**config.mk**
```make
export PLATFORM = sky130hd
export DESIGN_NAME = gprf_wb_arbiter
export DESIGN_NICKNAME = d
export VERILOG_FILES = /design/src/rtl/gprf_wb_arbiter.sv
export SDC_FILE = /design/constraint.sdc
export NUM_CORES = 1
export LEC_CHECK = 0
export BUFFER_PORTS_ARGS = -buffer_cell sky130_fd_sc_hd__buf_2
export CORE_AREA = 2 2 94 96
export CTS_CLUSTER_SIZE = 30
export DETAILED_ROUTE_END_ITERATION = 16
export DIE_AREA = 0 0 96 98
export PLACE_DENSITY = 0.75
export SETUP_SLACK_MARGIN = 0.4
export SYNTH_ARGS = -nofsm -noshare
export SYNTH_HDL_FRONTEND = slang
export SYNTH_SLANG_ARGS = --single-unit
```
**constraint.sdc**
```tcl
create_clock -name clk -period 2.4 [get_ports clk]
set_input_delay 0.12 -clock clk [delete_from_list [all_inputs] [get_ports clk]]
set_output_delay 0.12 -clock clk [all_outputs]
set_load 0.05 [all_outputs]
```
**src/rtl/gprf_wb_arbiter.sv**
```systemverilog
// rtl/gprf_wb_arbiter.sv - two-requester GPRF writeback arbiter with starvation guard and pending scoreboard
module gprf_wb_arbiter #(
   parameter int DATA_W       = 32,
   parameter int STARVE_LIMIT = 4
) (
   input  logic              clk,
   input  logic              rst,
   input  logic              req0_valid,
   input  logic [4:0]        req0_addr,
   input  logic [DATA_W-1:0] req0_data,
   output logic              req0_ready,
   input  logic              req1_valid,
   input  logic [4:0]        req1_addr,
   input  logic [DATA_W-1:0] req1_data,
   output logic              req1_ready,
   input  logic              resv_valid,
   input  logic [4:0]        resv_addr,
   output logic [4:0]        address_W,
   output logic [DATA_W-1:0] write_data,
   output logic              write_enable,
   output logic [31:0]       pending_mask
);

   localparam int CNT_W = $clog2(STARVE_LIMIT + 1);
   localparam logic [CNT_W:0] TRIP = (CNT_W + 1)'(STARVE_LIMIT - 1);

   typedef enum logic {PRIO0, PRIO1} state_t;

   state_t           state;
   logic [CNT_W-1:0] wait_cnt;
   logic [CNT_W:0]   cnt_inc;
   logic             acc0;
   logic             acc1;
   logic [31:0]      pending_next;

   always_comb begin
      req0_ready = 1'b0;
      req1_ready = 1'b0;
      if (!rst) begin
         if (state == PRIO1) begin
            if (req1_valid)      req1_ready = 1'b1;
            else if (req0_valid) req0_ready = 1'b1;
         end else begin
            if (req0_valid)      req0_ready = 1'b1;
            else if (req1_valid) req1_ready = 1'b1;
         end
      end
   end

   assign acc0    = req0_valid & req0_ready;
   assign acc1    = req1_valid & req1_ready;
   assign cnt_inc = {1'b0, wait_cnt} + 1'b1;

   // A reservation on the same edge as the clearing accept wins: it is a new in-flight write.
   always_comb begin
      pending_next = pending_mask;
      if (acc1)       pending_next[req1_addr] = 1'b0;
      if (resv_valid) pending_next[resv_addr] = 1'b1;
      pending_next[0] = 1'b0;
   end

   always_ff @(posedge clk or posedge rst) begin
      if (rst) begin
         state        <= PRIO0;
         wait_cnt     <= '0;
         address_W    <= '0;
         write_data   <= '0;
         write_enable <= 1'b0;
         pending_mask <= '0;
      end else begin
         pending_mask <= pending_next;

         if (acc0) begin
            write_enable <= (req0_addr != 5'd0);
            if (req0_addr != 5'd0) begin
               address_W  <= req0_addr;
               write_data <= req0_data;
            end
         end else if (acc1) begin
            write_enable <= (req1_addr != 5'd0);
            if (req1_addr != 5'd0) begin
               address_W  <= req1_addr;
               write_data <= req1_data;
            end
         end else begin
            write_enable <= 1'b0;
         end

         // Blocked req1 counts up; the cycle the count reaches the limit-1 flips priority.
         if (!req1_valid || acc1) begin
            wait_cnt <= '0;
            state    <= PRIO0;
         end else begin
            wait_cnt <= cnt_inc[CNT_W-1:0];
            if (cnt_inc >= TRIP) state <= PRIO1;
         end
      end
   end

endmodule

```
==> results.yml <==
placed_design:
  dpl.hpwl_microns: 6640
  gp_congestion: 0.803
  numPortBuffers: 154
  placed_cells: 530
floorplanning:
  core-area_sq_mm: 0.00847
  dieArea_sq_mm: 0.00941
  ioPinCount: 156
  num_rows: 34
  start_util: 0.414
  die_y_microns: 98
  die_x_microns: 96
synth:
  synthAdderAreaFrac: 0.00713
  yosys_warnings: 0
  muxShareOfSynthArea: 0.262
  avgSynthCellArea_sq_um: 12.8
  synth_xor_area_frac: 0.00250
  synth.distinct_cells: 33
  ys_seq_elements: 73
  synth.cell_area_sq_mm: 0.00351
  yosys.area_share.simple: 0.0724
  syn-instance-count: 274
  synth_top_family_by_area: "multiplexers"
  syn-num-nets: 360
  synth-compound-area-share: 0.110
  yosysSeqAreaShare: 0.521
global_route:
  overflow: 0
  grt_pass1_vias: 2908
  grt_max_degree: 75
  antenna_found_initial: 0
  gr-usage-all-layers: 0.190
  grt_pass1_wl_microns: 13900
cts:
  clock_path_buffers: 2
  cts_tree: "built"
  cts_htree_levels: 3
  post_cts_buffers: 0
  cts_sinks: 73
  clock_latency_ns: 0.34
  clkTransAtPathRegs_ns: 0.08
  ctsResizeCount: 1
  holdBufCountCts: 0
  clockRootBuffer: "clkbuf_8"
  cts_buffers: 9
worst_setup_path:
  slowest_stage: "dfrtp_1"
  crit_chain: "a21boi_1 > nand2_4 > o21ai_4 > buf_4 > mux2_2"
  endpoint_kind: "flop"
  critPathBufInv: 1
  crit_type: "flop to flop"
  crit_family: "compound AO/OA/AOI/OAI gates"
  critical_path_peak_fanout: 19
  arrival_ns: 2.15
  critPathRequiredTime_ns: 2.62
  max_stage_delay_ns: 0.39
  critPathLaunchType: "flop"
sta:
  drv_slew: 0
  min_period_ns: 1.93
  finClkSkew_ns: 0.0112
  fmax_ghz: 0.518
  finalSetupViolCount: 0
  max_slew.worst_pin.slew_ns: 0.923
  relSlewSlack: 0.384
  rsz0062_at_grt: "true"
  fin_tns_setup_ns: 0
  min_period_over_period: 0.805
  hold_viol_final: 0
power_and_ir_drop:
  irDropWorstVdd_mv: 0.513
  intPower_w: 0.00252
  pwr-share-comb: 0.421
  power.density_mw_per_mm2: 977
  clkPwrFrac: 0.210
  switching_power_w: 0.00196
  p_leak_nw: 2.18
  power_frac_seq: 0.369
  netSwitchingFraction: 0.437
route:
  drc_errors: 0
  drt-initial-drc-count: 85
  final_antenna_net_count: 0
  dr.pass1.iters: 4
  vias: 2830
  drt_wl_total_microns: 9000
  wl_per_cell_microns: 16.5
  via_per_inst: 5.18
final_layout:
  diodes: 0
  final_nets: 519
  final_cells: 546
  multi_input_area_sq_mm: 0.00161
  syn_to_final_growth_pct: 30.8
  drive_gt1_frac: 0.582
  ff_latch_area_sq_mm: 0.00183
  fill_cells: 759
run:
  maxCapViolations: 0
hold_path:
  holdCritPathClass: "input port to async pin"
outcome:
  status: "finished, final reports clean"
==> path summary, 6_finish.rpt <==
kind / startpoint / end / slack (ns) / depth (start not counted)
max: state$_DFFE_PP0P_ / write_data[31]$_DFFE_PP0P_ / 0.47 / 5
min: rst / wait_cnt[0]$_DFF_PP0_ / 0.11 / 3
max reg2reg: state$_DFFE_PP0P_ / write_data[31]$_DFFE_PP0P_ / 0.47 / 5
min reg2reg: wait_cnt[0]$_DFF_PP0_ / wait_cnt[0]$_DFF_PP0_ / 0.49 / 1
max in group asynchronous: rst / pending_mask[15]$_DFF_PP0_ / 1.66 / 3
min in group clk: req0_data[10] / write_data[10]$_DFFE_PP0P_ / 0.13 / 3
==> stage by stage <==
stage / instance area [sq um] / hold WS [ns] / util / worst slack (ns) / power [W]
final: 4590 / 0.107 / 0.542 / 0.468 / 0.00448
after global routing: 4590 / 0.124 / 0.542 / 0.369 / 0.00470
after CTS: 4590 / 0.116 / 0.542 / 0.432 / 0.00452
after detailed placement: 4390 / 0.478 / 0.519 / 0.305 / 0.00356
after global placement: 4390 / 0.468 / 0.519 / 0.397 / 0.00354
after floorplan: 3550 / 0.306 / - / -0.126 / 0.00309
==> worst register-to-register path: stages, from the launching register on <==
cell	delay, ns
dfrtp_1	0.39
a21boi_1	0.28
nand2_4	0.23
o21ai_4	0.19
buf_4	0.33
mux2_2	0.40
==> Yosys cell counts <==
cell	n	area share
dfrtp_1	73	0.52
o21ai_0	63	0.090
mux2_2	43	0.14
mux2_4	29	0.12
nand3b_1	9	0.019
nor2_1	9	0.0096
nand2_1	7	0.0075
buf_6	4	0.013
nand3_1	4	0.0057
clkbuf_1	3	0.0032
or3b_2	3	0.0075
a32o_1	2	0.0057
ha_1	2	0.0071
inv_1	2	0.0021
nand2b_1	2	0.0036
nand4b_1	2	0.0050
a21boi_0	1	0.0021
a21oi_1	1	0.0014
and2_1	1	0.0018
buf_2	1	0.0014
buf_4	1	0.0021
clkbuf_2	1	0.0014
clkinv_1	1	0.0011
conb_1	1	0.0011
nand4_1	1	0.0018
nor2b_1	1	0.0018
o211ai_4	1	0.0061
o21ai_4	1	0.0046
or2_2	1	0.0018
or3_1	1	0.0018
or3_4	1	0.0032
or4_1	1	0.0021
xnor2_1	1	0.0025
==> layout by cell type (no fill, tap or decap), drive strengths merged <==
cell / netlist / layout
dfrtp: 73 / 73
bufinv: 0 / 1
nor2: 9 / 9
buf: 6 / 158
nor2b: 1 / 1
clkinv: 1 / 3
nand2: 7 / 7
clkinvlp: 0 / 3
a32o: 2 / 2
nand3: 4 / 4
conb: 1 / 1
a21oi: 1 / 1
a21boi: 1 / 1
nand4b: 2 / 2
nand3b: 9 / 9
ha: 2 / 2
nand4: 1 / 1
or2: 1 / 1
or3: 2 / 2
or4: 1 / 1
inv: 2 / 2
xnor2: 1 / 1
o211ai: 1 / 1
and2: 1 / 1
mux2: 72 / 72
nand2b: 2 / 2
clkbuf: 4 / 10
or3b: 3 / 3
o21ai: 64 / 64
==> registers in the layout, indices dropped and copies added (netlist names) <==
register	cells
address_W	5
pending_mask	31
state	1
wait_cnt	3
write_data	32
write_enable	1
==> power groups by stage <==
stage	Sequential, W	Combinational (W)	Clock (W)
2_1_floorplan	0.00261	0.000482	0
3_3_place_gp	0.00166	0.00187	0
3_5_place_dp	0.00167	0.00190	0
4_1_cts	0.00165	0.00190	0.000969
5_1_grt	0.00168	0.00198	0.00103
6_report	0.00165	0.00189	0.000941
==> cell type report <==
cell class,count,share of cell area
flip-flops and latches,73,0.398
multi-input cells,188,0.351
repair buffers,158,0.174
well taps,108,0.0294
clock buffers,10,0.0278
clock inverters,6,0.0147
inverters,3,0.00436
==> cells by family after synthesis <==
group                      count (synthesis)
DFF                                       73
other                                      1
and+or+nand+nor                           43
AOI/OAI and AO/OA                         69
adders and majority gates                  2
xor gates and xnor gates                   1
muxes                                     72
buffers and inverters                     13
==> metal layers <==
metal	global-route usage	share of wire	wire length (microns)
met5	0	0	0
met4	0.0758	0.015	133
met3	0.0502	0.092	831
met2	0.309	0.48	4370
met1	0.239	0.41	3670
Power figures use the tool's default switching activity.
